==> src/rtl/cache_tag_ctrl_if.sv <==
// Bundled request, response, LRU and error signals for cache_tag_ctrl.
// The slave modport is the controller side; the master modport is the environment side.
interface cache_tag_ctrl_if #(
    parameter int NUM_WAYS = 4,
    parameter int TAG_W    = 8
);
    localparam int WL = $clog2(NUM_WAYS);

    logic                req_valid_i;
    logic                req_ready_o;
    logic [1:0]          req_op_i;
    logic [TAG_W-1:0]    req_tag_i;

    logic                rsp_valid_o;
    logic                rsp_ready_i;
    logic                rsp_hit_o;
    logic [WL-1:0]       rsp_way_o;
    logic                rsp_evict_o;
    logic [TAG_W-1:0]    rsp_evict_tag_o;

    logic                ls_valid_o;
    logic [1:0]          ls_op_o;
    logic [WL-1:0]       ls_way_o;
    logic                lru_valid_i;
    logic [NUM_WAYS-1:0] lru_way_i;

    logic                err_o;

    modport slave (
        input  req_valid_i, req_op_i, req_tag_i, rsp_ready_i, lru_valid_i, lru_way_i,
        output req_ready_o, rsp_valid_o, rsp_hit_o, rsp_way_o, rsp_evict_o, rsp_evict_tag_o,
        output ls_valid_o, ls_op_o, ls_way_o, err_o
    );

    modport master (
        output req_valid_i, req_op_i, req_tag_i, rsp_ready_i, lru_valid_i, lru_way_i,
        input  req_ready_o, rsp_valid_o, rsp_hit_o, rsp_way_o, rsp_evict_o, rsp_evict_tag_o,
        input  ls_valid_o, ls_op_o, ls_way_o, err_o
    );
endinterface

==> src/rtl/cache_tag_ctrl.sv <==
// Single-set tag controller driving the LRU load/store/invalidate interface.
// Optional macro CACHE_TAG_CTRL_CHECK_EN builds the sticky err_o check on the LRU victim.
module cache_tag_ctrl #(
    parameter int NUM_WAYS = 4,
    parameter int TAG_W    = 8
) (
    input logic              clk,
    input logic              reset,
    cache_tag_ctrl_if.slave  bus
);
    localparam int WL = $clog2(NUM_WAYS);

    localparam logic [1:0] S_IDLE = 2'd0;
    localparam logic [1:0] S_CMP  = 2'd1;
    localparam logic [1:0] S_RESP = 2'd2;

    localparam logic [1:0] OP_LOOKUP = 2'b01;
    localparam logic [1:0] OP_INVAL  = 2'b11;

    localparam logic [1:0] LS_LOAD  = 2'b01;
    localparam logic [1:0] LS_STORE = 2'b10;
    localparam logic [1:0] LS_INVAL = 2'b11;

    logic [1:0]          state;
    logic [TAG_W-1:0]    tag_q [NUM_WAYS];
    logic [NUM_WAYS-1:0] vld_q;
    logic [1:0]          op_q;
    logic [TAG_W-1:0]    tag_lat;

    logic                rsp_hit_q;
    logic [WL-1:0]       rsp_way_q;
    logic                rsp_evict_q;
    logic [TAG_W-1:0]    rsp_evict_tag_q;

    logic [NUM_WAYS-1:0] hit_vec;
    logic                hit_any;
    logic [WL-1:0]       hit_way;
    logic [WL-1:0]       victim;
    logic                in_cmp;
    logic                is_lookup;
    logic                is_inval;

    logic                ls_valid;
    logic [1:0]          ls_op;
    logic [WL-1:0]       ls_way;

    assign in_cmp    = (state == S_CMP);
    assign is_lookup = (op_q == OP_LOOKUP);
    assign is_inval  = (op_q == OP_INVAL);

    // Tags stay unique because fills only happen on a miss, so the hit vector is at most one-hot.
    always_comb begin
        hit_vec = '0;
        hit_way = '0;
        for (int i = 0; i < NUM_WAYS; i++) begin
            hit_vec[i] = vld_q[i] && (tag_q[i] == tag_lat);
            if (hit_vec[i]) begin
                hit_way = WL'(i);
            end
        end
        hit_any = |hit_vec;
    end

    always_comb begin
        victim = '0;
        for (int i = NUM_WAYS - 1; i >= 0; i--) begin
            if (bus.lru_way_i[i]) begin
                victim = WL'(i);
            end
        end
    end

    always_comb begin
        ls_valid = 1'b0;
        ls_op    = 2'b00;
        ls_way   = '0;
        if (in_cmp) begin
            if (is_lookup) begin
                ls_valid = 1'b1;
                if (hit_any) begin
                    ls_op  = LS_LOAD;
                    ls_way = hit_way;
                end else begin
                    ls_op  = LS_STORE;
                end
            end else if (is_inval && hit_any) begin
                ls_valid = 1'b1;
                ls_op    = LS_INVAL;
                ls_way   = hit_way;
            end
        end
    end

    // Reset in CMP or RESP drops the pending request and clears every valid bit alongside the LRU.
    always_ff @(posedge clk) begin
        if (reset) begin
            state           <= S_IDLE;
            vld_q           <= '0;
            op_q            <= 2'b00;
            tag_lat         <= '0;
            rsp_hit_q       <= 1'b0;
            rsp_way_q       <= '0;
            rsp_evict_q     <= 1'b0;
            rsp_evict_tag_q <= '0;
            for (int i = 0; i < NUM_WAYS; i++) begin
                tag_q[i] <= '0;
            end
        end else begin
            case (state)
                S_IDLE: begin
                    if (bus.req_valid_i) begin
                        op_q    <= bus.req_op_i;
                        tag_lat <= bus.req_tag_i;
                        state   <= S_CMP;
                    end
                end
                S_CMP: begin
                    state           <= S_RESP;
                    rsp_hit_q       <= 1'b0;
                    rsp_way_q       <= '0;
                    rsp_evict_q     <= 1'b0;
                    rsp_evict_tag_q <= '0;
                    if (is_lookup) begin
                        if (hit_any) begin
                            rsp_hit_q <= 1'b1;
                            rsp_way_q <= hit_way;
                        end else begin
                            rsp_way_q       <= victim;
                            rsp_evict_q     <= vld_q[victim];
                            rsp_evict_tag_q <= tag_q[victim];
                            tag_q[victim]   <= tag_lat;
                            vld_q[victim]   <= 1'b1;
                        end
                    end else if (is_inval && hit_any) begin
                        rsp_hit_q      <= 1'b1;
                        rsp_way_q      <= hit_way;
                        vld_q[hit_way] <= 1'b0;
                    end
                end
                S_RESP: begin
                    if (bus.rsp_ready_i) begin
                        state <= S_IDLE;
                    end
                end
                default: begin
                    state <= S_IDLE;
                end
            endcase
        end
    end

`ifdef CACHE_TAG_CTRL_CHECK_EN
    logic err_q;
    logic lru_bad;

    // The LRU must hand back exactly one valid victim whenever a store is issued.
    assign lru_bad = !bus.lru_valid_i
                  || (bus.lru_way_i == '0)
                  || ((bus.lru_way_i & (bus.lru_way_i - {{(NUM_WAYS-1){1'b0}}, 1'b1})) != '0);

    always_ff @(posedge clk) begin
        if (reset) begin
            err_q <= 1'b0;
        end else if (in_cmp && is_lookup && !hit_any && lru_bad) begin
            err_q <= 1'b1;
        end
    end

    assign bus.err_o = err_q;
`else
    logic unused_lru_valid;

    assign unused_lru_valid = bus.lru_valid_i;
    assign bus.err_o        = 1'b0;
`endif

    assign bus.req_ready_o     = (state == S_IDLE);
    assign bus.rsp_valid_o     = (state == S_RESP);
    assign bus.rsp_hit_o       = rsp_hit_q;
    assign bus.rsp_way_o       = rsp_way_q;
    assign bus.rsp_evict_o     = rsp_evict_q;
    assign bus.rsp_evict_tag_o = rsp_evict_tag_q;
    assign bus.ls_valid_o      = ls_valid;
    assign bus.ls_op_o         = ls_op;
    assign bus.ls_way_o        = ls_way;

endmodule

==> src/flat_wrapper.sv <==
// flat-port wrapper written by rule: the top's interface ports become plain ports
module cache_tag_ctrl_flat 
#(
    parameter int NUM_WAYS = 4,
    parameter int TAG_W    = 8
)
  (clk, reset, bus_req_valid_i, bus_req_op_i, bus_req_tag_i, bus_rsp_ready_i, bus_lru_valid_i, bus_lru_way_i, bus_req_ready_o, bus_rsp_valid_o, bus_rsp_hit_o, bus_rsp_way_o, bus_rsp_evict_o, bus_rsp_evict_tag_o, bus_ls_valid_o, bus_ls_op_o, bus_ls_way_o, bus_err_o);
  cache_tag_ctrl_if #(.NUM_WAYS(NUM_WAYS), .TAG_W(TAG_W)) bus_i ();
  input logic clk;
  input logic reset;
  input wire logic [$bits(bus_i.req_valid_i)-1:0] bus_req_valid_i;
  input wire logic [$bits(bus_i.req_op_i)-1:0] bus_req_op_i;
  input wire logic [$bits(bus_i.req_tag_i)-1:0] bus_req_tag_i;
  input wire logic [$bits(bus_i.rsp_ready_i)-1:0] bus_rsp_ready_i;
  input wire logic [$bits(bus_i.lru_valid_i)-1:0] bus_lru_valid_i;
  input wire logic [$bits(bus_i.lru_way_i)-1:0] bus_lru_way_i;
  output wire logic [$bits(bus_i.req_ready_o)-1:0] bus_req_ready_o;
  output wire logic [$bits(bus_i.rsp_valid_o)-1:0] bus_rsp_valid_o;
  output wire logic [$bits(bus_i.rsp_hit_o)-1:0] bus_rsp_hit_o;
  output wire logic [$bits(bus_i.rsp_way_o)-1:0] bus_rsp_way_o;
  output wire logic [$bits(bus_i.rsp_evict_o)-1:0] bus_rsp_evict_o;
  output wire logic [$bits(bus_i.rsp_evict_tag_o)-1:0] bus_rsp_evict_tag_o;
  output wire logic [$bits(bus_i.ls_valid_o)-1:0] bus_ls_valid_o;
  output wire logic [$bits(bus_i.ls_op_o)-1:0] bus_ls_op_o;
  output wire logic [$bits(bus_i.ls_way_o)-1:0] bus_ls_way_o;
  output wire logic [$bits(bus_i.err_o)-1:0] bus_err_o;
  assign bus_i.req_valid_i = bus_req_valid_i;
  assign bus_i.req_op_i = bus_req_op_i;
  assign bus_i.req_tag_i = bus_req_tag_i;
  assign bus_i.rsp_ready_i = bus_rsp_ready_i;
  assign bus_i.lru_valid_i = bus_lru_valid_i;
  assign bus_i.lru_way_i = bus_lru_way_i;
  assign bus_req_ready_o = bus_i.req_ready_o;
  assign bus_rsp_valid_o = bus_i.rsp_valid_o;
  assign bus_rsp_hit_o = bus_i.rsp_hit_o;
  assign bus_rsp_way_o = bus_i.rsp_way_o;
  assign bus_rsp_evict_o = bus_i.rsp_evict_o;
  assign bus_rsp_evict_tag_o = bus_i.rsp_evict_tag_o;
  assign bus_ls_valid_o = bus_i.ls_valid_o;
  assign bus_ls_op_o = bus_i.ls_op_o;
  assign bus_ls_way_o = bus_i.ls_way_o;
  assign bus_err_o = bus_i.err_o;
  cache_tag_ctrl #(.NUM_WAYS(NUM_WAYS), .TAG_W(TAG_W)) u_core (.clk(clk), .reset(reset), .bus(bus_i));
endmodule
==> config.mk <==
export PLATFORM = sky130hd
export DESIGN_NAME = cache_tag_ctrl_flat
export DESIGN_NICKNAME = d
export VERILOG_FILES = /design/src/rtl/cache_tag_ctrl_if.sv /design/src/rtl/cache_tag_ctrl.sv /design/src/flat_wrapper.sv
export SDC_FILE = /design/constraint.sdc
export NUM_CORES = 1
export LEC_CHECK = 0
export CORE_UTILIZATION = 30
export CTS_BUF_LIST = sky130_fd_sc_hd__clkbuf_8
export CTS_CLUSTER_SIZE = 14
export DETAILED_ROUTE_END_ITERATION = 10
export PLACE_DENSITY = 0.58
export SLEW_MARGIN = 20
export SYNTH_ARGS = -nofsm -noshare
export SYNTH_HDL_FRONTEND = slang
export SYNTH_SLANG_ARGS = --single-unit
==> constraint.sdc <==
create_clock -name clk -period 2.9 [get_ports clk]
set_clock_uncertainty 0.1 [all_clocks]
set_input_delay 0.87 -clock clk [delete_from_list [all_inputs] [get_ports clk]]
set_output_delay 0.87 -clock clk [all_outputs]
set_load 0.005 [all_outputs]
== Word-level counts from Yosys, hierarchy flattened ==
Memory sizes are Yosys's and may differ from the RTL's.
Cells that the tools add are included.

* Input port bits: 19
* Word-level logic and storage cells: 89
* Output and inout bits: 20
* Memories kept: 1
* Register bits: 28
* Memory bits (writable): 32

{| class="wikitable"
|+ Memories
! memory !! words !! bits a word !! read ports !! clocked after Yosys merged registers in !! write ports !! RTL line !! RTL
|-
| u_core.tag_q || 4 || 8 || 5 || 0 || 4 || cache_tag_ctrl.sv:25 || <nowiki>logic [TAG_W-1:0] tag_q [NUM_WAYS];</nowiki>
|}

* Reduce and logical (&&, ||, !) cells: 14
* Bitwise operators: 3
* Order comparisons: 4
* Eq/ne operators: 11
* Mux-type cells: 48

{| class="wikitable"
|+ Operators by type and width
! operator !! number
|-
| 2-bit 2-to-1 mux || 19
|-
| 8-bit equality test || 4
|-
| 8-bit 2-to-1 mux || 3
|-
| 1-bit 2-to-1 mux || 19
|-
| 4-bit 2-to-1 mux || 3
|-
| 8-bit OR reduction || 1
|-
| 1-bit logical AND || 7
|-
| 2-bit by 3-bit < comparator with 1-bit output, second input constant || 2
|-
| 2-bit != test, second input constant || 3
|-
| 2-bit one-hot mux with 3 select lines || 1
|-
| 4-bit AND || 1
|-
| 1-bit demux with 2-bit select || 2
|-
| 2-bit by 1-bit equality test with 1-bit output, second input constant || 2
|-
| 2-bit equality test, second input constant || 2
|-
| 2-bit by 1-bit greater-or-equal comparator with 1-bit output, second input constant || 2
|-
| 4-bit inverter || 1
|-
| 4-bit bitwise OR || 1
|-
| 2-bit AND reduction || 2
|-
| 4-bit OR reduction || 1
|-
| 3-bit AND reduction || 1
|-
| 1-bit binary-select mux with 2-bit select || 1
|-
| 2-bit logical NOT || 1
|-
| 2-bit nonzero test || 1
|}

== Longest topological paths before layout ==
Gate-level depths: netlist (run 1).
An unclocked memory read counts as a cell.

* Depth after elaboration: 14
* Mapped depth: 8
* Gate-level depth less buffers: 6

== Worst setup path before layout (run 1) ==
No wires, ideal clock.

* Kind: flip-flop to output port
* Start point: register u_core.tag_lat[6]
* End point: output port bus_ls_op_o[1]
* Path buffers: 1
* Slack: 475 ps
* Required time: 1930 ps
* Arrival: 1455 ps
* Cell stages (with the launch flop): 8
* Path through: dfxtp_1 buf_2 xnor2_1 nand3_1 nor3_1 nor4_2 xnor2_1 nor2_1

* Cells in the longest elaborated chain, start to end: 7
* Elaborated cells on any way between the ends: 14
* Classes of those cells: 4 x eq/ne; 4 x mux; 6 x reduce/logical

{| class="wikitable"
|+ Ends and longest elaborated chain
! item !! RTL line !! RTL
|-
| start: declaration || cache_tag_ctrl.sv:28 || <nowiki>logic [TAG_W-1:0] tag_lat;</nowiki>
|-
| start signal: assignment || cache_tag_ctrl.sv:113 || <nowiki>tag_lat <= bus.req_tag_i;</nowiki>
|-
| 8-bit equality test || cache_tag_ctrl.sv:56 || <nowiki>hit_vec[i] = vld_q[i] && (tag_q[i] == tag_lat);</nowiki>
|-
| 1-bit logical AND || cache_tag_ctrl.sv:56 ||
|-
| 4-bit OR reduction * || cache_tag_ctrl.sv:61 || <nowiki>hit_any = |hit_vec;</nowiki>
|-
| 1-bit logical AND || cache_tag_ctrl.sv:86 || <nowiki>end else if (is_inval && hit_any) begin</nowiki>
|-
| 2-bit 2-to-1 mux || cache_tag_ctrl.sv:86 ||
|-
| 2-bit 2-to-1 mux * || cache_tag_ctrl.sv:78 || <nowiki>if (is_lookup) begin</nowiki>
|-
| 2-bit 2-to-1 mux * || cache_tag_ctrl.sv:77 || <nowiki>if (in_cmp) begin</nowiki>
|-
| end: declaration || flat_wrapper.sv:24 || <nowiki>output wire logic [$bits(bus_i.ls_op_o)-1:0] bus_ls_op_o;</nowiki>
|}

Mark *: on every way between the ends. The rest lies on a longest branch, timed or not.

==> results.md, run 1 <==
- Count of boundary I/O pins: 39
- Number of distinct library cell variants in the gate-level netlist after synthesis: 39
- Non-filler instance count after layout: 515
- Share of async-settable or async-resettable flops after synthesis: 0%
- Final-stage net count: 396
- Netlist area before placement: 3058 µm²
- Nature of the critical path endpoint: primary output
- Total routing resource utilization after global routing: 15.42%
- Number of synthesized register bits: 60
- Final setup violation count: 2
- Startpoint of the worst hold path: u_core.bus.rsp_evict_tag_o[7]
- Headroom to the max-slew limit: 57.23%
- Initial antenna violation count: 0
- Crit Path Max Fanout: 4
- Sum of routed wire length over all layers: 7.601 mm
- Worst path slowest cell: edfxtp_1
- Floorplan row count: 36
- Highest-count cells in the layout ignoring fill and taps: buf_4, nand2_1, edfxtp_1
- Violations in the final reports: setup timing
- Crit path time final: 2.960 ns
- CTS buffer count: 9
- Remaining DRCs: 0
- Average routed wire per standard cell: 14.76 µm
- Source-to-sink clock delay at the later pin of the worst-skew pair: 0.35 ns
- H-tree Lvls: 3
- Sinks on the clock net: 60
- Antenna Violating Nets Remaining: 0
- Class of the most critical setup path: flip-flop to primary output
- Standard cell core area: 9819 µm²
- Total area of multi-input combinational cells: 1459 µm²
- Hold Slack: 0.3522 ns
- Count of synthesis-stage warnings from yosys: 0
- Synthesized netlist cell count: 299
- Share of layout cells above drive strength 1: 29.84%
- Slew of the pin with the lowest slew margin: 0.6403 ns
- Unrepaired setup endpoints after global routing: yes
- Via count of the first global-routing pass: 2,378
- Element type at the critical path start: flip-flop
- Maximum buffer depth of the clock tree: 2
- Total global routing overflow: 0
- Synth Net Count: 318
- Avg Cell Area, Syn: 10.23 µm²
- Most common flop cell mapped by yosys: edfxtp_1
- Die outline area: 10,600 µm²
- Vias after detailed routing: 2,438
- Pin count of the biggest net entering global routing: 33
- Status: finished, violations left
- Final count of hold timing violations: 0
- Pleak: 1.694 nW
- Number of buffer and inverter stages on the critical path: 2
- Height of the chip: 103.0 µm
- Initial core utilization: 31.14%
- Biggest cell delay along the critical path: 0.43 ns
- Number of detailed-route iterations in the first pass: 7
- Input/output buffers: 36
- Global-route wire length before repair: 11.93 mm
- Data required time at the worst endpoint: 1.93 ns
- Total power after layout: 2.059 mW
- Routability Congestion: 0.7584
- # fillers: 979
- Area taken by flip-flops and latches: 1541 µm²
- Iter 0 DRT Violations: 121
- Commonest non-fill, non-tap cell in the layout: buf_4
- F_max: 337.8 MHz
- Dominant delay contributor by cell family on the critical path: simple AND/OR/NAND/NOR gates
- Average via count per standard cell: 4.734
- Cell Count Post-Placement: 479
- Master cell of the clock root buffer: clkbuf_8
- X dimension of the die: 103.0 µm
- Setup slack of the critical path after layout: -0.05997 ns
- Detailed placer's ending HPWL: 5.361 mm
- Reg2reg start: u_core.tag_lat[4]
- Crit. Startpoint: u_core.tag_q[1][1]
- P&R area growth vs syn: 36.87%
- Final Slew Violations: 0
- Clock-pin slew reported for the worst setup and hold paths after clock tree synthesis: 0.07 ns
- Cells along the critical path: xnor2_2, nand4_1, nor3_4, buf_6, nor4_4, xnor2_1, nor2_1, buf_2
- Maximum resistive drop on vdd: 0.0001952 V
- Max Cap Viol: 0
- Data arrival time of the worst path: 1.99 ns
- Power density normalized to cell area: 492.0 nW/µm²
- TritonCTS clock tree: done
- Post-route clock period utilization: 102.1%
- Antenna diode count: 0
- Post-synth EDFFs: 32
- Sequential-to-total area share from yosys stat: 49.75%
- Worst min-delay path class: flip-flop to flip-flop
- Number of hold buffers added after CTS: 0
final cells by class:
type                            instances  area share, %
Sequential cell                        60          36.83
Multi-Input combinational cell        208          34.86
Timing Repair Buffer                   93          18.51
Tap cell                              133          3.976
Clock buffer                           10          3.288
Clock inverter                          6          2.093
Inverter                                5         0.4484
where the power goes:
| part | total [mW] | switching, mW | internal [mW] |
|---|---|---|---|
| combinational | 0.247 | 0.115 | 0.131 |
| sequential | 0.955 | 0.0342 | 0.921 |
| clock | 0.857 | 0.350 | 0.507 |
| total | 2.06 | 0.500 | 1.56 |
timing repair:
action,4_1_cts,5_1_grt
setup buffers,12,9
endpoints found under the setup margin,5,5
pin swaps,10,17
hold endpoints to repair,0,0
gates resized for setup,36,16
tightest hold or removal path, stage by stage (launching register included):
cell	delay [ns]
dfxtp_1	0.32
nand2_1	0.04
o21ai_0	0.05
worst paths after layout:
path,endpoint,slack (ns),cells after the start
max,bus_ls_op_o[1],-0.06,8
min,u_core.bus.rsp_evict_tag_o[7],0.35,2
max reg2reg,u_core.vld_q[0],0.10,17
min reg2reg,u_core.bus.rsp_evict_tag_o[7],0.35,2
cells by family after synthesis:
kind of cell | Yosys count | share of synthesized area [%]
AO/OA/AOI/OAI | 47 | 9.902
flip-flops | 60 | 49.75
AND/OR/NAND/NOR | 118 | 21.40
other | 1 | 0.1226
buffers and inverters | 31 | 6.056
multiplexers | 9 | 3.314
XOR/XNOR | 33 | 9.452
cells in the mapped netlist (all sizes together), types with 2 or more instances:
library cell | count | area [µm²]
nor4 | 4 | 52.55
buf | 18 | 136.4
nor3 | 5 | 35.03
nor2b | 8 | 57.55
a222oi | 9 | 90.09
o21ai | 12 | 60.06
clkbuf | 8 | 30.03
nand3 | 3 | 15.01
and2 | 12 | 75.07
a211oi | 2 | 15.01
nand2b | 3 | 21.27
mux2 | 9 | 101.4
nor2 | 9 | 33.78
a21oi | 16 | 80.08
a21o | 4 | 30.03
and3 | 24 | 150.1
edfxtp | 32 | 960.9
dfxtp | 28 | 560.5
a31oi | 2 | 12.51
inv | 5 | 18.77
xnor2 | 33 | 289.0
nand4 | 4 | 25.02
nand2 | 41 | 153.9
through the flow:
stage / util [%] / instance area (µm²) / TNS, ns / worst slack, ns
after global routing: 42.62 / 4185 / -0.4621 / -0.1493
after floorplan: - / 3058 / 0 / 0.4751
after global placement: 37.64 / 3696 / -0.8289 / -0.2395
after CTS: 41.11 / 4036 / -0.5141 / -0.2078
final: 42.62 / 4185 / -0.09054 / -0.05997
after detailed placement: 37.64 / 3696 / -1.024 / -0.2949
registers in the layout, summed over array words and instances (netlist names):
signal and cells:
u_core.state 2, u_core.bus.rsp_evict_o 1, u_core.vld_q 4, u_core.op_q 2, u_core.tag_lat 8, u_core.tag_q 32
u_core.bus.rsp_evict_tag_o 8, u_core.bus.rsp_hit_o 1, u_core.bus.rsp_way_o 2
per-layer routing:
metal	wire, µm	vias to the layer above	global-route usage, %
met2	3939	51	27.59
met4	146	0	5.634
met5	0	-	0
met3	272	14	3.525
met1	3243	1166	17.98
li1	-	1207	-
Note: power is estimated with default switching activity, not from simulation.
==> run 2, diff against run 1 <==
--- a/config.mk
+++ b/config.mk
@@ -5,12 +5,11 @@
 export SDC_FILE = /design/constraint.sdc
 export NUM_CORES = 1
 export LEC_CHECK = 0
-export CORE_UTILIZATION = 30
+export CORE_UTILIZATION = 57
 export CTS_BUF_LIST = sky130_fd_sc_hd__clkbuf_8
 export CTS_CLUSTER_SIZE = 14
 export DETAILED_ROUTE_END_ITERATION = 10
-export PLACE_DENSITY = 0.58
-export SLEW_MARGIN = 20
+export PLACE_DENSITY = 0.91
 export SYNTH_ARGS = -nofsm -noshare
 export SYNTH_HDL_FRONTEND = slang
 export SYNTH_SLANG_ARGS = --single-unit
==> results.md, run 2 (synthesis gave the netlist of run 1 again) <==
- Highest-count cells in the layout ignoring fill and taps: buf_4, nand2_1, edfxtp_1
- Unrepaired setup endpoints after global routing: yes
- Sinks on the clock net: 60
- TritonCTS clock tree: done
- Met2 track utilization from global routing: 52.95%
- Setup slack of the most critical reg-to-reg path: 0.28 ns
- Sum of routed wire length over all layers: 8.446 mm
- Worst min-delay path class: flip-flop to flip-flop
- Number of detailed-route iterations in the first pass: 6
- Final Slew Violations: 0
- Clock-pin slew reported for the worst setup and hold paths after clock tree synthesis: 0.07 ns
- Final count of hold timing violations: 0
- Reg2reg path depth: 11
- Antenna Violating Nets Remaining: 0
- Met1 global-route usage: 34.19%
- Input/output buffers: 36
- Final setup violation count: 5
- Maximum buffer depth of the clock tree: 2
- Power density normalized to cell area: 493.3 nW/µm²
- Master cell of the clock root buffer: clkbuf_8
- Max Cap Viol: 0
- Placement Cell Area: 3610 µm²
- Initial antenna violation count: 0
- Status: finished, violations left
- Global-route wire length before repair: 12.21 mm
- Commonest non-fill, non-tap cell in the layout: buf_4
- Antenna diode count: 0
- Remaining DRCs: 0
- CTS buffer count: 9
- Reg2reg start: u_core.tag_lat[7]
- # fillers: 332
- Average via count per standard cell: 5.944
- Standard cell core area: 5140 µm²
- Violations in the final reports: setup timing
- Number of cells traversed by the worst hold path: 2
- Share of layout cells above drive strength 1: 26.54%
- Data required time at the worst endpoint: 1.93 ns
- Final Cell Area: 3950 µm²
- Crit path time final: 3.098 ns
- Floorplan row count: 26
- Data arrival time of the worst path: 2.13 ns
- Number of flip-flops under the largest register name: 32
- Maximum resistive drop on vdd: 0.0002768 V
- Routability Congestion: 0.8552
- Post-placement setup slack: -0.2320 ns
- Die outline area: 5662 µm²
- Crit Path Max Fanout: 3
- X dimension of the die: 75.25 µm
- Iter 0 DRT Violations: 312
- Class of the most critical setup path: flip-flop to primary output
- Slew of the pin with the lowest slew margin: 0.7039 ns
- F_max: 322.8 MHz
- Initial core utilization: 59.49%
- Setup slack of the critical path after layout: -0.1981 ns
- Global routing's busiest layer: met2
- Met3 demand-to-capacity share in global routing: 7.363%
- Headroom to the max-slew limit: 52.97%
- Hold worst-path end: u_core.bus.rsp_evict_tag_o[0]
- Destination of the worst register-to-register timing path: u_core.tag_q[0][0]
- Pin count of the biggest net entering global routing: 33
- Final-stage net count: 387
- H-tree Lvls: 3
- Final Core Density: 76.85%
- Height of the chip: 75.25 µm
- Total routing resource utilization after global routing: 30.59%
- P&R area growth vs syn: 29.17%
- Count of boundary I/O pins: 39
- Vias after detailed routing: 2,633
- Via count of the first global-routing pass: 2,539
- Nature of the critical path endpoint: primary output
- Total power after layout: 1.948 mW
- Detailed placer's ending HPWL: 5.271 mm
- Post-route clock period utilization: 106.8%
- Average routed wire per standard cell: 19.07 µm
- Pleak: 1.582 nW
- Register containing the most flip-flops in the final layout: u_core.tag_q
- Hold Slack: 0.3568 ns
- Total global routing overflow: 0
- Source-to-sink clock delay at the later pin of the worst-skew pair: 0.35 ns
- Startpoint of the worst hold path: u_core.bus.rsp_evict_tag_o[0]
- Element type at the critical path start: flip-flop
## run 2: cell types whose count changed in the layout (fill, tap and decap cells not counted), sizes merged
cell	before	now
nor2b	8	9
buf	62	52
clkinv	2	5
inv	7	5
bufinv	2	1
## run 2: through the flow
stage	setup TNS, ns	std cells
floorplan	0	299
global placement	-2.639	415
detailed placement	-4.288	415
CTS	-4.264	435
global route	-1.103	443
finish	-0.6675	443
## run 2: power breakdown
part,total (mW),switching [mW],internal [mW]
clock,0.742,0.331,0.411
combinational,0.248,0.123,0.125
sequential,0.958,0.0355,0.923
## run 2: worst max-delay path: stages, from the launching register on
cell and delay, ns:
edfxtp_1 0.43, xnor2_1 0.20, nand4_1 0.24, nor4_4 0.30, buf_4 0.18, nor4_4 0.06, buf_4 0.15, a21oi_2 0.11
buf_2 0.12
## run 2: layout make-up
cell class              instances  area [µm²]  share of cell area (%)
flip-flops and latches         60        1531                   38.77
multi-input cells             209        1426                   36.11
repair buffers                 83       694.4                   17.58
clock buffers                  10       137.6                   3.484
well taps                      70       87.58                   2.217
clock inverters                 6       53.80                   1.362
inverters                       5       18.77                  0.4751
## run 2: repair_timing
action,CTS,global route
hold buffers,0,0
endpoints found under the hold margin,0,0
gates resized for setup,34,7
buffers inserted,4,7
pin swaps,9,10
endpoints found under the setup margin,37,69
cloned,0,1
## run 2: per-layer routing
layer  vias to the layer above  routed length, µm  part of all wire, %
met1                      1264               3206                   38
met3                        37                615                  7.3
li1                       1187                  -                    -
met2                       145               4312                   51
met5                         -                  0                    0
met4                         0                313                  3.7
## run 2: how the worst max path moves through the flow
stage / startpoint / end / slack, ns / depth (start not counted)
after floorplan: u_core.tag_lat[6] / bus_ls_op_o[1] / 0.48 / 7
after global placement: u_core.tag_lat[5] / bus_ls_op_o[1] / -0.15 / 7
after detailed placement: u_core.tag_lat[5] / bus_ls_op_o[1] / -0.23 / 8
after CTS: u_core.tag_q[3][5] / bus_ls_op_o[1] / -0.18 / 7
after global routing: u_core.tag_q[3][4] / bus_ls_valid_o / -0.28 / 8
final: u_core.tag_q[3][4] / bus_ls_valid_o / -0.20 / 8
==> edit 1: new RTL, settings of run 2 <==
`TAG_W` is set to 8 in 3 places; all go to 6.
--- a/src/rtl/cache_tag_ctrl_if.sv
+++ b/src/rtl/cache_tag_ctrl_if.sv
@@ -2,7 +2,7 @@
 // The slave modport is the controller side; the master modport is the environment side.
 interface cache_tag_ctrl_if #(
     parameter int NUM_WAYS = 4,
-    parameter int TAG_W    = 8
+    parameter int TAG_W    = 6
 );
     localparam int WL = $clog2(NUM_WAYS);
 
--- a/src/rtl/cache_tag_ctrl.sv
+++ b/src/rtl/cache_tag_ctrl.sv
@@ -2,7 +2,7 @@
 // Optional macro CACHE_TAG_CTRL_CHECK_EN builds the sticky err_o check on the LRU victim.
 module cache_tag_ctrl #(
     parameter int NUM_WAYS = 4,
-    parameter int TAG_W    = 8
+    parameter int TAG_W    = 6
 ) (
     input logic              clk,
     input logic              reset,
--- a/src/flat_wrapper.sv
+++ b/src/flat_wrapper.sv
@@ -2,7 +2,7 @@
 module cache_tag_ctrl_flat 
 #(
     parameter int NUM_WAYS = 4,
-    parameter int TAG_W    = 8
+    parameter int TAG_W    = 6
 )
   (clk, reset, bus_req_valid_i, bus_req_op_i, bus_req_tag_i, bus_rsp_ready_i, bus_lru_valid_i, bus_lru_way_i, bus_req_ready_o, bus_rsp_valid_o, bus_rsp_hit_o, bus_rsp_way_o, bus_rsp_evict_o, bus_rsp_evict_tag_o, bus_ls_valid_o, bus_ls_op_o, bus_ls_way_o, bus_err_o);
   cache_tag_ctrl_if #(.NUM_WAYS(NUM_WAYS), .TAG_W(TAG_W)) bus_i ();
Interface: changed (resized bus_req_tag_i and bus_rsp_evict_tag_o); port bits go from 39 to 35. No check against the original RTL was run, so the function may have changed too.
==> edit 1 against run 2 <==
The run still ends with setup timing left; count of clock-buffer cells in the layout decreased by 5; maximum frequency increased by 0.77%; cell area decreased by 24%; worst hold slack improved by 0.038 ns; sequential cell count decreased by 12; largest cell class unchanged; routed wire length decreased by 22%; die area decreased by 22%; worst setup slack improved by 0.024 ns; critical path type unchanged; first-iteration DRC count decreased by 0.64%; power decreased by 33%; area after synthesis decreased by 22%.
==> edit 1: results (changes against run 2) <==
status: "finished with violations"
violations: "setup timing"
synth.area.mux_share: 0  # -0.0331
use_met3: 0.0616  # -0.0120
fin_nets: 303  # -22%
synth_area_per_cell_um2: 9.98  # -2.4%
ys_top_cells_by_count: "nand2_1, dfxtp_1, edfxtp_1"
cts.repair.resized: 28  # -18%
ys_seq_area_frac: 0.506  # +0.00798
dp_cells: 324  # -22%
setup_ws_ns: -0.174  # +0.0238 ns
fin_tns_setup_ns: -0.501  # +0.166 ns
setup_viol: 5  # unchanged
worst_r2r_endpoint: "u_core.tag_q[2][2]"
largest_reg_flops: 24  # -25%
synthXorXnorAreaFrac: 0.0922  # -0.00236
startpoint: "u_core.tag_q[1][3]"
clk_pin_slew_ns: 0.09  # +0.02 ns
gp_congestion: 0.919  # +7.4%
p_leak_nw: 1.28  # -19%
power.net_switching_mw: 0.343  # -30%
wl_met1_um: 2540  # -21%
ys_top_cells_by_area: "edfxtp_1, dfxtp_1, nand2_1, xor2_1, and3_1"
grt_util_met1: 0.377  # +0.0351
endpoint: "bus_ls_op_o[1]"
drive_gt1_frac: 0.202  # -0.0633
stdcell_count: 337  # -24%
grt_pass1_vias: 1977  # -22%
wl_met3_um: 557  # -9.4%
worstHoldPathCells: 1  # -1
synth_compound_area_frac: 0.125  # +0.0258
numCtsBuffers: 5  # -4
==> edit 1: changes by cell type in the layout (fill, tap and decap cells not counted), sizes merged, moves of 7 or more <==
cell / before / now
xor2: 0 / 15
buf: 52 / 31
mux2: 9 / 0
edfxtp: 32 / 24
a22o: 0 / 7
o21ai: 12 / 3
xnor2: 33 / 10
==> edit 1: layout make-up <==
| cell class | instances | area [um^2] |
|---|---|---|
| Inverter | 2 | 7.51 |
| Sequential cell | 48 | 1210 |
| Fill cell | 275 | 1000 |
| Multi-Input combinational cell | 170 | 1130 |
| Tap cell | 50 | 62.6 |
| Timing Repair Buffer | 59 | 502 |
| Clock buffer | 5 | 68.8 |
| Clock inverter | 3 | 12.5 |
==> edit 1: power groups by stage <==
stage                     sequential, mW  clock, mW  combinational (mW)
final                              0.759      0.386               0.168
after global routing               0.761      0.414               0.179
after CTS                          0.757      0.379               0.157
after detailed placement           0.772          0               0.152
after global placement             0.769          0               0.148
after floorplan                    0.758          0              0.0971
==> edit 2: new RTL, config.mk and constraints of run 2 <==
Made on the original files. Add a define of `CACHE_TAG_CTRL_CHECK_EN`.
--- a/src/rtl/cache_tag_ctrl.sv
+++ b/src/rtl/cache_tag_ctrl.sv
@@ -1,5 +1,7 @@
 // Single-set tag controller driving the LRU load/store/invalidate interface.
 // Optional macro CACHE_TAG_CTRL_CHECK_EN builds the sticky err_o check on the LRU victim.
+`define CACHE_TAG_CTRL_CHECK_EN
+
 module cache_tag_ctrl #(
     parameter int NUM_WAYS = 4,
     parameter int TAG_W    = 8
Formal check against the unedited RTL: not equivalent (Yosys sat finds a counterexample within 4 cycles, from zero or initial values and one cycle with reset high).
==> edit 2 against run 2 <==
The flow still finishes with violations (setup timing); combinational power is 2% higher; largest cell class unchanged; core utilization is 3.8 points higher; highest routed layer unchanged; register-to-register slack better by 0.10 ns; critical path type unchanged; worst setup slack worse by 0.040 ns; worst hold slack better by 0.019 ns; cell count is 1.1% higher; cell area is 4.3% higher; power is 4.4% higher; sequential cell count is 1 higher; area after synthesis is 1.6% lower; first-iteration DRC count is 33% higher; routed wire length is 1.0% higher.
==> edit 2: results (changes against run 2) <==
grt.total_usage: 0.318  # +0.0119
routedWlPerCell_um: 19.0  # about the same
rrSetupSlack_ns: 0.38  # +0.10 ns
sw_frac_of_total: 0.245  # -0.00628
violations: "setup timing"
ys_seq_area_frac: 0.512  # +0.0149
p_leak_nw: 1.70  # +7.3%
setup_viol: 5  # unchanged
fin_nets: 392  # +1.3%
ys_top_cells_by_area: "edfxtp_1, dfxtp_1, xnor2_1, nand2_1, and3_1"
synthXorXnorAreaFrac: 0.0961  # +0.00157
synth_compound_area_frac: 0.125  # +0.0262
nFillCells: 301  # -9.3%
worstHoldPathCells: 1  # -1
cts-root-to-sink-buffers: 2  # unchanged
vdd_drop_max_v: 0.000449  # +62%
synthAdderAreaFrac: 0  # unchanged
worstMarginPinSlew_ns: 0.601  # -0.103 ns
fin_tns_setup_ns: -0.753  # -0.0857 ns
setup_ws_ns: -0.239  # -0.0404 ns
drive_gt1_frac: 0.270  # +0.00443
initialDrtViolationCount: 414  # +33%
grt_max_degree: 42  # +27%
grt_pass1_vias: 2571  # +1.3%
via_per_inst: 6.17  # +3.8%
yosysWarnings: 0  # unchanged
pre_cts_slack_ns: -0.171  # +0.0608 ns
place.port_buffers: 38  # +5.6%
gp_congestion: 0.928  # +8.5%
r2r_start: "u_core.tag_q[2][0]"
status: "finished with violations"
worst_r2r_endpoint: "u_core.tag_q[2][5]"
syn_nets: 320  # +0.63%
r2r.worst_path.cells: 8  # -3
ys_top_cells_by_count: "nand2_1, xnor2_1, edfxtp_1"
grt_pass1_wl_um: 12800  # +5.3%
place_area_um2: 3600  # -0.38%
cp_max_fo: 4  # +1
dr.pass1.iters: 5  # -1
synth_cell_types: 38  # -2.6%
cp_data_arrival_time_ns: 2.17  # +0.04 ns
synth.area.mux_share: 0  # -0.0331
hpwl_um: 4960  # -5.8%
[edit 2: cell types whose count changed after synthesis, sizes merged, moves of 2 or more]
cell	delta
o21ai	-8
nand2b	+2
a21o	-4
nor2b	-3
a22o	+9
clkbuf	+3
a311oi	+2
a31o	+3
mux2	-9
buf	-6
nor3	+3
nand2	+9
[edit 2: per-stage QoR]
step,utilization,instances
final,0.806,448
after global routing,0.806,448
after CTS,0.779,439
after detailed placement,0.704,417
after global placement,0.704,417
after floorplan,-,301
[edit 2: how the worst min path moves through the flow]
stage	endpoint	startpoint	slack, ns
after floorplan	u_core.op_q[0]	u_core.op_q[0]	0.35
after global placement	u_core.op_q[0]	u_core.op_q[0]	0.36
after detailed placement	u_core.bus.err_o	u_core.bus.err_o	0.37
after CTS	u_core.bus.err_o	u_core.bus.err_o	0.38
after global routing	u_core.bus.rsp_evict_tag_o[2]	u_core.bus.rsp_evict_tag_o[2]	0.40
final	u_core.bus.rsp_evict_tag_o[1]	u_core.bus.rsp_evict_tag_o[1]	0.38
[edit 2: metal layers]
layer / vias to the layer above / wire length (um) / track usage
li1: 1227 / - / -
met1: 1306 / 3370 / 0.422
met2: 194 / 4030 / 0.505
met3: 37 / 797 / 0.0830
met4: 0 / 335 / 0.117
met5: - / 0 / 0
[edit 2: cell families after synthesis]
group                  Yosys count
AND/OR/NAND/NOR                128
AO/OA/AOI/OAI                   52
flip-flops                      61
XOR/XNOR                        33
buffers and inverters           27
[edit 2: final cells by class]
| type | instances | area, um^2 | share of cell area |
|---|---|---|---|
| Multi-Input combinational cell | 213 | 1500 | 0.365 |
| Clock inverter | 7 | 83.8 | 0.0204 |
| Tap cell | 70 | 87.6 | 0.0213 |
| Timing Repair Buffer | 84 | 742 | 0.180 |
| Clock buffer | 9 | 124 | 0.0301 |
| Sequential cell | 61 | 1560 | 0.380 |
| Inverter | 4 | 15.0 | 0.00365 |
[edit 2: critical path, stage by stage, from the launching register on]
cell	delay (ns)
edfxtp_1	0.43
xnor2_1	0.25
nand4_1	0.22
nor3_4	0.35
or4_4	0.21
nand2_4	0.05
buf_6	0.14
nand2_2	0.05
buf_2	0.13
[edit 2: repair_timing]
item / 4_1_cts / 5_1_grt
setup endpoints to repair: 5 / 5
buffers inserted: 12 / 9
hold endpoints to repair: 0 / 0
gates resized for setup: 57 / 12
pin swaps: 21 / 21
[edit 2: power groups by stage]
| stage | Combinational (mW) | Sequential (mW) | Clock, mW |
|---|---|---|---|
| 2_1_floorplan | 0.136 | 0.967 | 0 |
| 5_1_grt | 0.270 | 0.975 | 0.841 |
| 4_1_cts | 0.227 | 0.968 | 0.804 |
| 3_3_place_gp | 0.199 | 0.982 | 0 |
| 3_5_place_dp | 0.202 | 0.986 | 0 |
| 6_report | 0.253 | 0.972 | 0.808 |
